<file path="src/rtl/dac_tx_pkg.sv">
// Shared types and helpers for the playback DAC driver.
package dac_tx_pkg;

  // Output sequencer states: PRIME waits for a half-full FIFO, RUN paces samples out.
  typedef enum logic {
    PRIME,
    RUN
  } state_e;

  localparam int SAMPLE_W = 12;

  // Board pin mapping: DAC pin i carries sample bit (SAMPLE_W-1-i).
  function automatic logic [SAMPLE_W-1:0] bit_rev12(input logic [SAMPLE_W-1:0] v);
    logic [SAMPLE_W-1:0] r;
    r = '0;
    for (int i = 0; i < SAMPLE_W; i++) begin
      r[i] = v[SAMPLE_W-1-i];
    end
    return r;
  endfunction

  // Clamp a 14-bit signed intermediate to the unsigned 12-bit DAC range.
  function automatic logic [SAMPLE_W-1:0] sat_u12(input logic signed [13:0] v);
    if (v < 14'sd0) begin
      return '0;
    end else if (v > 14'sd4095) begin
      return 12'hFFF;
    end else begin
      return v[SAMPLE_W-1:0];
    end
  endfunction

endpackage

</file>
<file path="src/rtl/dac_tx_sync_fifo.sv">
// Single-clock FIFO with wrap-bit pointers and registered full/empty/level.
// Read data is presented from the head entry without a pop (fall-through).
module sync_fifo #(
  parameter int WIDTH = 12,
  parameter int DEPTH = 16
) (
  input  logic                     clk_in,
  input  logic                     rst_n,
  input  logic                     push_i,
  input  logic [WIDTH-1:0]         data_i,
  input  logic                     pop_i,
  output logic [WIDTH-1:0]         data_o,
  output logic                     full_o,
  output logic                     empty_o,
  output logic [$clog2(DEPTH):0]   level_o
);

  localparam int AW = $clog2(DEPTH);

  logic [WIDTH-1:0] mem_q [DEPTH];
  logic [AW:0]      wr_ptr_q, wr_ptr_d;
  logic [AW:0]      rd_ptr_q, rd_ptr_d;
  logic [AW:0]      level_q, level_d;
  logic             full_q, empty_q;
  logic             push_ok, pop_ok;

  assign push_ok  = push_i && !full_q;
  assign pop_ok   = pop_i && !empty_q;
  assign wr_ptr_d = wr_ptr_q + {{AW{1'b0}}, push_ok};
  assign rd_ptr_d = rd_ptr_q + {{AW{1'b0}}, pop_ok};
  // The extra pointer bit makes the difference a true occupancy count, 0..DEPTH.
  assign level_d  = wr_ptr_d - rd_ptr_d;

  // Pointer and status registers; flags are derived from next-state occupancy.
  always_ff @(posedge clk_in) begin
    // NOTE: sequential state uses <= so every register samples pre-edge values.
    if (!rst_n) begin
      wr_ptr_q <= '0;
      rd_ptr_q <= '0;
      level_q  <= '0;
      full_q   <= 1'b0;
      empty_q  <= 1'b1;
    end else begin
      wr_ptr_q <= wr_ptr_d;
      rd_ptr_q <= rd_ptr_d;
      level_q  <= level_d;
      full_q   <= (level_d == (AW+1)'(DEPTH));
      empty_q  <= (level_d == '0);
    end
  end

  // Storage array write port.
  always_ff @(posedge clk_in) begin
    // NOTE: the array has no reset; the pointers alone define which entries are live.
    if (push_ok) begin
      mem_q[wr_ptr_q[AW-1:0]] <= data_i;
    end
  end

  assign data_o  = mem_q[rd_ptr_q[AW-1:0]];
  assign full_o  = full_q;
  assign empty_o = empty_q;
  assign level_o = level_q;

endmodule

</file>
<file path="src/rtl/dac_tx.sv">
// Playback DAC driver: buffers decoder samples, removes the capture DC offset,
// and paces codes out to a parallel DAC at clk_in/DIV with a generated DAC clock.
module dac_tx
  import dac_tx_pkg::*;
#(
  parameter int              DATA_W      = 12,
  parameter int              FIFO_DEPTH  = 16,
  parameter int              DIV         = 4,
  parameter int              CH_OFFSET   = 27,
  parameter int              BIT_REVERSE = 1,
  parameter logic [11:0]     MIDSCALE    = 12'h800
) (
  input  logic                          clk_in,
  input  logic                          rst_n,
  input  logic [DATA_W-1:0]             s_data,
  input  logic                          s_valid,
  output logic                          s_ready,
  output logic                          DA_clk,
  output logic [DATA_W-1:0]             DA_data,
  output logic [$clog2(FIFO_DEPTH):0]   level,
  output logic                          underflow
);

  localparam int CNT_W = (DIV > 2) ? $clog2(DIV) : 1;
  localparam int LVL_W = $clog2(FIFO_DEPTH) + 1;
  localparam logic [11:0] MID_PIN = (BIT_REVERSE != 0) ? bit_rev12(MIDSCALE) : MIDSCALE;

  logic [DATA_W-1:0] fifo_data;
  logic              fifo_full, fifo_empty, fifo_pop;
  logic [LVL_W-1:0]  fifo_level;

  state_e            state_q;
  logic [CNT_W-1:0]  cnt_q, cnt_d;
  logic              tick;
  logic              da_clk_q, underflow_q;
  logic [11:0]       da_data_q;
  logic [11:0]       pin_code;

  sync_fifo #(
    .WIDTH (DATA_W),
    .DEPTH (FIFO_DEPTH)
  ) u_fifo (
    .clk_in  (clk_in),
    .rst_n   (rst_n),
    .push_i  (s_valid),
    .data_i  (s_data),
    .pop_i   (fifo_pop),
    .data_o  (fifo_data),
    .full_o  (fifo_full),
    .empty_o (fifo_empty),
    .level_o (fifo_level)
  );

  assign tick     = (cnt_q == CNT_W'(DIV - 1));
  assign cnt_d    = tick ? '0 : cnt_q + 1'b1;
  // The empty test uses the registered flag, so a same-cycle push cannot rescue a tick.
  assign fifo_pop = (state_q == RUN) && tick && !fifo_empty;

  // Offset removal, saturation and pin mapping for the FIFO head sample.
  always_comb begin
    logic signed [13:0] diff;
    logic [11:0]        sat_code;
    // NOTE: every combinational output gets a default first so no latch is inferred.
    diff     = '0;
    sat_code = '0;
    pin_code = '0;
    diff     = $signed({2'b00, fifo_data}) - $signed(14'(CH_OFFSET));
    sat_code = sat_u12(diff);
    pin_code = (BIT_REVERSE != 0) ? bit_rev12(sat_code) : sat_code;
  end

  // Phase counter, DAC clock, and the PRIME/RUN sequencer with registered outputs.
  always_ff @(posedge clk_in) begin
    if (!rst_n) begin
      state_q     <= PRIME;
      cnt_q       <= '0;
      da_clk_q    <= 1'b0;
      da_data_q   <= MID_PIN;
      underflow_q <= 1'b0;
    end else begin
      cnt_q       <= cnt_d;
      // Clock high for the second half of the phase; code changes as it falls.
      da_clk_q    <= (cnt_d >= CNT_W'(DIV / 2));
      underflow_q <= 1'b0;
      case (state_q)
        PRIME: begin
          if (fifo_level >= LVL_W'(FIFO_DEPTH / 2)) begin
            state_q <= RUN;
          end
        end
        RUN: begin
          if (tick) begin
            if (fifo_empty) begin
              underflow_q <= 1'b1;
              state_q     <= PRIME;
            end else begin
              da_data_q <= pin_code;
            end
          end
        end
        default: state_q <= PRIME;
      endcase
    end
  end

  assign s_ready   = !fifo_full;
  assign DA_clk    = da_clk_q;
  assign DA_data   = da_data_q;
  assign level     = fifo_level;
  assign underflow = underflow_q;

endmodule

</file>
<file path="config.mk">
export PLATFORM = sky130hd
export DESIGN_NAME = dac_tx
export DESIGN_NICKNAME = d
export VERILOG_FILES = /design/src/rtl/dac_tx_pkg.sv /design/src/rtl/dac_tx_sync_fifo.sv /design/src/rtl/dac_tx.sv
export SDC_FILE = /design/constraint.sdc
export NUM_CORES = 1
export LEC_CHECK = 0
export ABC_AREA = 1
export CAP_MARGIN = 20
export CORE_ASPECT_RATIO = 1.1
export CORE_UTILIZATION = 45
export CTS_CLUSTER_DIAMETER = 30
export DETAILED_ROUTE_END_ITERATION = 6
export PLACE_DENSITY = 0.6
export REMOVE_ABC_BUFFERS = 1
export SLEW_MARGIN = 20
export SYNTH_ARGS = -nofsm -noshare
export SYNTH_HDL_FRONTEND = slang
export SYNTH_HIERARCHICAL = 1
export SYNTH_SLANG_ARGS = --single-unit
export TNS_END_PERCENT = 10
</file>
<file path="constraint.sdc">
create_clock -name clk_in -period 7.5 [get_ports clk_in]
set_clock_uncertainty 0.15 [all_clocks]
set_input_delay 1.125 -clock clk_in [delete_from_list [all_inputs] [get_ports clk_in]]
set_output_delay 1.125 -clock clk_in [all_outputs]
set_load 0.02 [all_outputs]
</file>
==> results of run 1 <==
placed cells by master (no fill, tap or decap), types with 3 or more instances in the layout:
cell             Yosys  final
mux2i_1             16     16
nand3_1             38     38
o21ai_0             57     57
nor2_1             161    155
clkbuf_16            0     43
clkdlybuf4s50_1      0     34
o211ai_1            20     20
xor2_1               5      5
clkbuf_1             6      8
o21ai_1             38     38
o22ai_1             16     16
inv_2                3      3
inv_6                0      4
edfxtp_1           192    192
nor2_2               0      6
clkinv_4             0      3
clkinv_2             0      8
ha_1                11     11
nand2_1            110    110
clkinvlp_4           0      4
inv_1               35     35
a21oi_1             19     19
o21bai_1             5      5
buf_4                6     10
dfxtp_1             33     31
clkinv_1             1      4
nand4_1              3      3
flip-flops by register name (all words and copies together) (netlist names):
register,cells
u_fifo/level_o,5
u_fifo/wr_ptr_q,5
u_fifo/mem_q,192
cnt_q,2
u_fifo/rd_ptr_q,5
u_fifo/full_o,1
DA_data,12
state_q,1
u_fifo/empty_o,1
underflow,1
worst paths after layout:
| check | to | cells after the start | from |
|---|---|---|---|
| worst max register to register | DA_data[10]$_SDFFE_PN0P_ | 13 | u_fifo/rd_ptr_q[0]$_SDFF_PN0_ |
| worst min register to register | cnt_q[0]$_SDFF_PN0_ | 1 | cnt_q[0]$_SDFF_PN0_ |
| worst max-delay path | DA_data[10]$_SDFFE_PN0P_ | 13 | u_fifo/rd_ptr_q[0]$_SDFF_PN0_ |
| worst min-delay path | cnt_q[0]$_SDFF_PN0_ | 1 | cnt_q[0]$_SDFF_PN0_ |
critical path: stages (launching register included):
cell	delay, ns
dfxtp_4	0.53
buf_4	0.73
nor2_1	0.11
nor2_1	0.10
o21ai_0	0.10
o211ai_1	0.12
nand2_1	0.09
o21bai_1	0.46
nand2_1	0.14
nor2_1	0.19
nor2_1	0.14
a21oi_4	0.28
nand2_1	0.10
a21oi_1	0.14
power by group through the flow:
stage,logic (mW),clock network [mW],registers (mW)
2_1_floorplan,0.0609,0,1.41
3_3_place_gp,0.117,0,1.41
3_5_place_dp,0.121,0,1.41
4_1_cts,0.122,1.75,1.39
5_1_grt,0.135,1.81,1.39
6_report,0.122,1.72,1.39
metal layers:
metal / vias to the layer above / global-route usage (%) / share of wire (%)
met2: 158 / 33.00 / 48
li1: 2977 / - / -
met4: 0 / 7.460 / 2.0
met3: 36 / 4.731 / 5.7
met1: 3003 / 26.62 / 44
met5: - / 0 / 0
area by class of cell:
cell class              count  area [um2]
repair buffers             44       415.4
well taps                 252       315.3
fillers                  1652        8884
inverters                  40       152.6
multi-input cells         510        2546
clock inverters            24       202.7
flip-flops and latches    225        6431
clock buffers              52        1120
per-stage QoR:
stage / total power [mW] / worst slack [ns] / util [%] / cells
3_3_place_gp: 1.528 / 3.778 / 49.09 / 1071
4_1_cts: 3.259 / 3.896 / 55.68 / 1147
2_1_floorplan: 1.475 / 2.972 / - / 775
5_1_grt: 3.339 / 3.607 / 55.73 / 1147
3_5_place_dp: 1.533 / 3.624 / 49.09 / 1071
6_report: 3.230 / 3.984 / 55.73 / 1147
kinds of logic after synthesis:
family / Yosys count
xor+xnor: 6
simple gates: 319
fa+ha+maj: 12
buf+inv: 79
mux: 16
flops: 225
compound gates: 157
==> flow_summary.yaml, run 1 <==
final_layout:
  design_area_um2: 11180
  area_growth_pct: 19.60
  diodes: 0
  fin_nets: 890
  drive_gt1_share_pct: 10.28
critical_path:
  worstSetupPathType: "register to register"
  cp_data_required_time_ns: 7.78
  regToRegSetupSlack_ns: 3.98
  start_kind: "register"
  crit_fanout: 74
  cp.arrival_ns: 3.79
  crit_path_end_kind: "register"
synthesis:
  synth_mux_area_share_pct: 1.713
  synth-simple-area-share_pct: 13.68
  synth-compound-area-share_pct: 9.434
  synth_most_common_cell: "edfxtp_1"
  synth-seq-cells: 225
  synth_xor_area_share_pct: 0.5620
  yosysWarnings: 6
  synth_top_family_by_area: "simple AND/OR/NAND/NOR gates"
  netlist_instances: 814
  synthAdderAreaFrac_pct: 1.686
  synthesis.area_um2: 9350
  yosysSeqAreaShare_pct: 68.73
  synthArstFlopShare_pct: 0
  synth_area_leaders: "edfxtp_1, dfxtp_1, nor2_1, nand2_1, o21ai_0"
  synth_top_flop_cell: "edfxtp_1"
  synth_edf_count: 192
  yosysTopAreaCell: "edfxtp_1"
  synth.distinct_cells: 33
  syn_area_per_cell_um2: 11.49
  synth_top_area_share_pct: 61.66
  synth_common_cells: "edfxtp_1, nor2_1, nand2_1"
power:
  p_per_area_nw_per_um2: 288.8
  swShare_pct: 21.08
  power_leakage_nw: 3.995
  p_comb_share_pct: 3.8
  seqPwrFrac_pct: 43.0
  power_frac_clock_pct: 53.2
  switchingPower_mw: 0.6810
  ir_drop_v: 0.0001844
  p_int_mw: 2.549
timing:
  worst_pin_slew_ns: 1.041
  whs_ns: 0.2864
  max_slew_margin_pct: 30.31
  fin_crit_ns: 3.516
  setup_tns_ns: 0
  slew_violations: 0
  max_freq_mhz: 284.4
  rsz0062_at_grt: "false"
  hold_violations: 0
  fin_crit_sh_pct: 46.88
  setup_viol: 0
route:
  drtAntennaViolNets: 0
  detail_route.wl_per_cell_um: 18.26
  routed_wl_um: 20940
  drtIter0Drc: 428
  via_count: 6174
  drc: 0
  viasPerCell: 5.383
  drt_pre_antenna_iters: 5
placement:
  gp_congestion: 0.8614
  port_buffers: 34
  placed_area_um2: 9851
  dp_hpwl_um: 12620
clock_tree:
  post_cts_buffers: 0
  worst_skew_pair.late_latency_ns: 0.51
  cts_sinks: 225
  clkTransAtPathRegs_ns: 0.05
  cts_tree: "yes"
  htree_levels: 2
  root_buffer: "clkbuf_16"
  cts_buffer_depth: 3
  ctsResizeCount: 0
  cts_made_buffers: 42
  holdBufCountCts: 0
floorplanning:
  die_y_um: 153.2
  core_area_um2: 20070
  io_pins: 35
  fp.dieArea_um2: 21360
  start_util_pct: 46.60
  std_cell_rows: 54
  die_w_um: 139.4
global_routing:
  antenna_found_initial: 0
  grt_usage_pct: 20.32
  grt_pass1_wl_um: 33010
  gr-total-overflow: 0
  grt_max_degree: 99
  grt_pass1_vias: 6097
job:
  max_cap_viol_count: 0
run_status:
  status: "finished, final reports clean"
worst_hold_path:
  hp-class: "register to register"
No activity file was read; power rests on OpenSTA's default activity.
==> inputs of run 2 (changes only) <==
==> constraint.sdc (replaced) <==
create_clock -name clk_in -period 3.5 [get_ports clk_in]
set_clock_uncertainty 0.15 [all_clocks]
set_input_delay 0.525 -clock clk_in [delete_from_list [all_inputs] [get_ports clk_in]]
set_output_delay 0.525 -clock clk_in [all_outputs]
set_load 0.02 [all_outputs]
==> run 2 against run 1 <==
Against the previous run: non-clock buffer count grew 24; utilization increased by 1.4 points; clock power up 130%; global-route usage up 1.0 points; sequential share of layout area is 1.4 points lower; routed wire length up 4.2%; critical endpoint is now u_fifo/empty_o$_SDFF_PN1_; largest cell class unchanged.
==> flow_summary.yaml, run 2 (synthesis gave the netlist of run 1 again) <==
clock_tree:
  htree_levels: 2
  ctsResizeCount: 0
  cts_sinks: 225
  holdBufCountCts: 0
  cts_tree: "yes"
  clkTransAtPathRegs_ns: 0.04
  root_buffer: "clkbuf_16"
  post_cts_buffers: 0
  worst_skew_pair.late_latency_ns: 0.51
  cts_made_buffers: 42
  cts_buffer_depth: 3
critical_path:
  r2r-start: "cnt_q[1]$_SDFF_PN0_"
  cpMostUsedCell: "ha_1"
  cp_data_required_time_ns: 3.72
  slowest_stage: "fa_1"
  regToRegSetupSlack_ns: 0.50
  worstSetupPathType: "register to register"
  crit_fanout: 6
  cpPeakStageDelay_ns: 0.41
  r2r-end: "u_fifo/empty_o$_SDFF_PN1_"
  crit_path_end_kind: "register"
  cp.arrival_ns: 3.22
  start_kind: "register"
  crit_chain: "ha_1 > inv_2 > nor3_4 > inv_1 > nor2_1 > ha_1 > ha_1 > fa_1 > o21bai_1 > a21o_1 > nand3_1 > nand3_1 > nand2_1"
  rr_worst_depth: 13
timing:
  fin_crit_sh_pct: 85.66
  whs_ns: 0.2847
  fin_crit_ns: 2.998
  slew_violations: 0
  worst_pin_slew_ns: 0.6367
  rsz0062_at_grt: "false"
  max_slew_margin_pct: 57.42
  setup_tns_ns: 0
  setup_viol: 0
  max_freq_mhz: 333.5
  hold_violations: 0
final_layout:
  register_area_um2: 6431
  multi_input_area_um2: 2531
  area_growth_pct: 22.51
  drive_gt1_share_pct: 11.86
  fin_nets: 914
  fill_cells: 1622
  most-common-layout-cells: "edfxtp_1, nor2_1, nand2_1"
  diodes: 0
  largest_register_ff_count: 192
  final_common_cell: "edfxtp_1"
route:
  viasPerCell: 5.425
  drc: 0
  routed_wl_um: 21820
  detail_route.wl_per_cell_um: 18.63
  drtAntennaViolNets: 0
  via_count: 6353
  drtIter0Drc: 464
  drt_pre_antenna_iters: 5
global_routing:
  grt_pass1_wl_um: 34520
  use_met1_pct: 26.65
  antenna_found_initial: 0
  grt_busiest_layer: "met2"
  grt_usage_pct: 21.35
  grt_use_met2_pct: 36.97
  grt_max_degree: 67
  grt_util_met3_pct: 3.665
  grt_pass1_vias: 6333
  gr-total-overflow: 0
placement:
  port_buffers: 34
  gp_congestion: 0.8317
  dp_hpwl_um: 13630
worst_hold_path:
  min_from: "cnt_q[0]$_SDFF_PN0_"
  hp-class: "register to register"
  min_to: "cnt_q[0]$_SDFF_PN0_"
  hold_depth: 1
floorplanning:
  std_cell_rows: 54
  start_util_pct: 46.60
  die_y_um: 153.2
  die_w_um: 139.4
  core_area_um2: 20070
  io_pins: 35
  fp.dieArea_um2: 21360
power:
  p_per_area_nw_per_um2: 627.9
  fin_total_pwr_mw: 7.192
  ir_drop_v: 0.0003922
  power_leakage_nw: 4.167
run_status:
  status: "finished, final reports clean"
job:
  max_cap_viol_count: 0
run 2: power by group:
group	switching (mW)	internal, mW
Combinational	0.175	0.0863
Sequential	0.0164	2.96
Clock	1.26	2.70
Total	1.45	5.74
run 2: critical path: cells and delay by family, from the launching register on:
kind,cells,cell delay [ns]
fa+ha+maj,4,1.13
simple gates,5,0.72
compound gates,2,0.40
buf+inv,2,0.14
flops,1,0.33
run 2: routing by layer:
layer | vias up | routed length (um)
met5 | - | 0
met4 | 0 | 510
met3 | 39 | 1319
met2 | 210 | 10930
met1 | 3080 | 9058
li1 | 3024 | -
run 2: area by class of cell:
type                            instances  share of cell area, %
Sequential cell                       225                  56.14
Multi-Input combinational cell        510                  22.10
Clock buffer                           52                  9.776
Timing Repair Buffer                   68                  5.418
Tap cell                              252                  2.753
Clock inverter                         24                  2.480
Inverter                               40                  1.333
run 2: metrics by stage:
| step | util (%) | setup slack, ns | instances | area, um2 |
|---|---|---|---|---|
| global route | 57.08 | 0.1886 | 1171 | 11450 |
| CTS | 57.08 | 0.5060 | 1171 | 11450 |
| global placement | 50.09 | 0.4047 | 1095 | 10050 |
| detailed placement | 50.09 | 0.2539 | 1095 | 10050 |
| floorplan | - | -1.028 | 775 | 9110 |
| finish | 57.08 | 0.5019 | 1171 | 11450 |
run 2: worst max path at each step:
stage / startpoint / end / slack (ns) / depth (start not counted)
after global placement: s_valid / u_fifo/full_o$_SDFF_PN0_ / 0.40 / 15
after detailed placement: s_valid / u_fifo/empty_o$_SDFF_PN1_ / 0.25 / 14
after CTS: u_fifo/rd_ptr_q[0]$_SDFF_PN0_ / DA_data[9]$_SDFFE_PN0P_ / 0.51 / 13
after floorplan: u_fifo/rd_ptr_q[0]$_SDFF_PN0_ / DA_data[5]$_SDFFE_PN0P_ / -1.03 / 14
after global routing: u_fifo/rd_ptr_q[0]$_SDFF_PN0_ / DA_data[4]$_SDFFE_PN0P_ / 0.19 / 13
final: cnt_q[1]$_SDFF_PN0_ / u_fifo/empty_o$_SDFF_PN1_ / 0.50 / 13
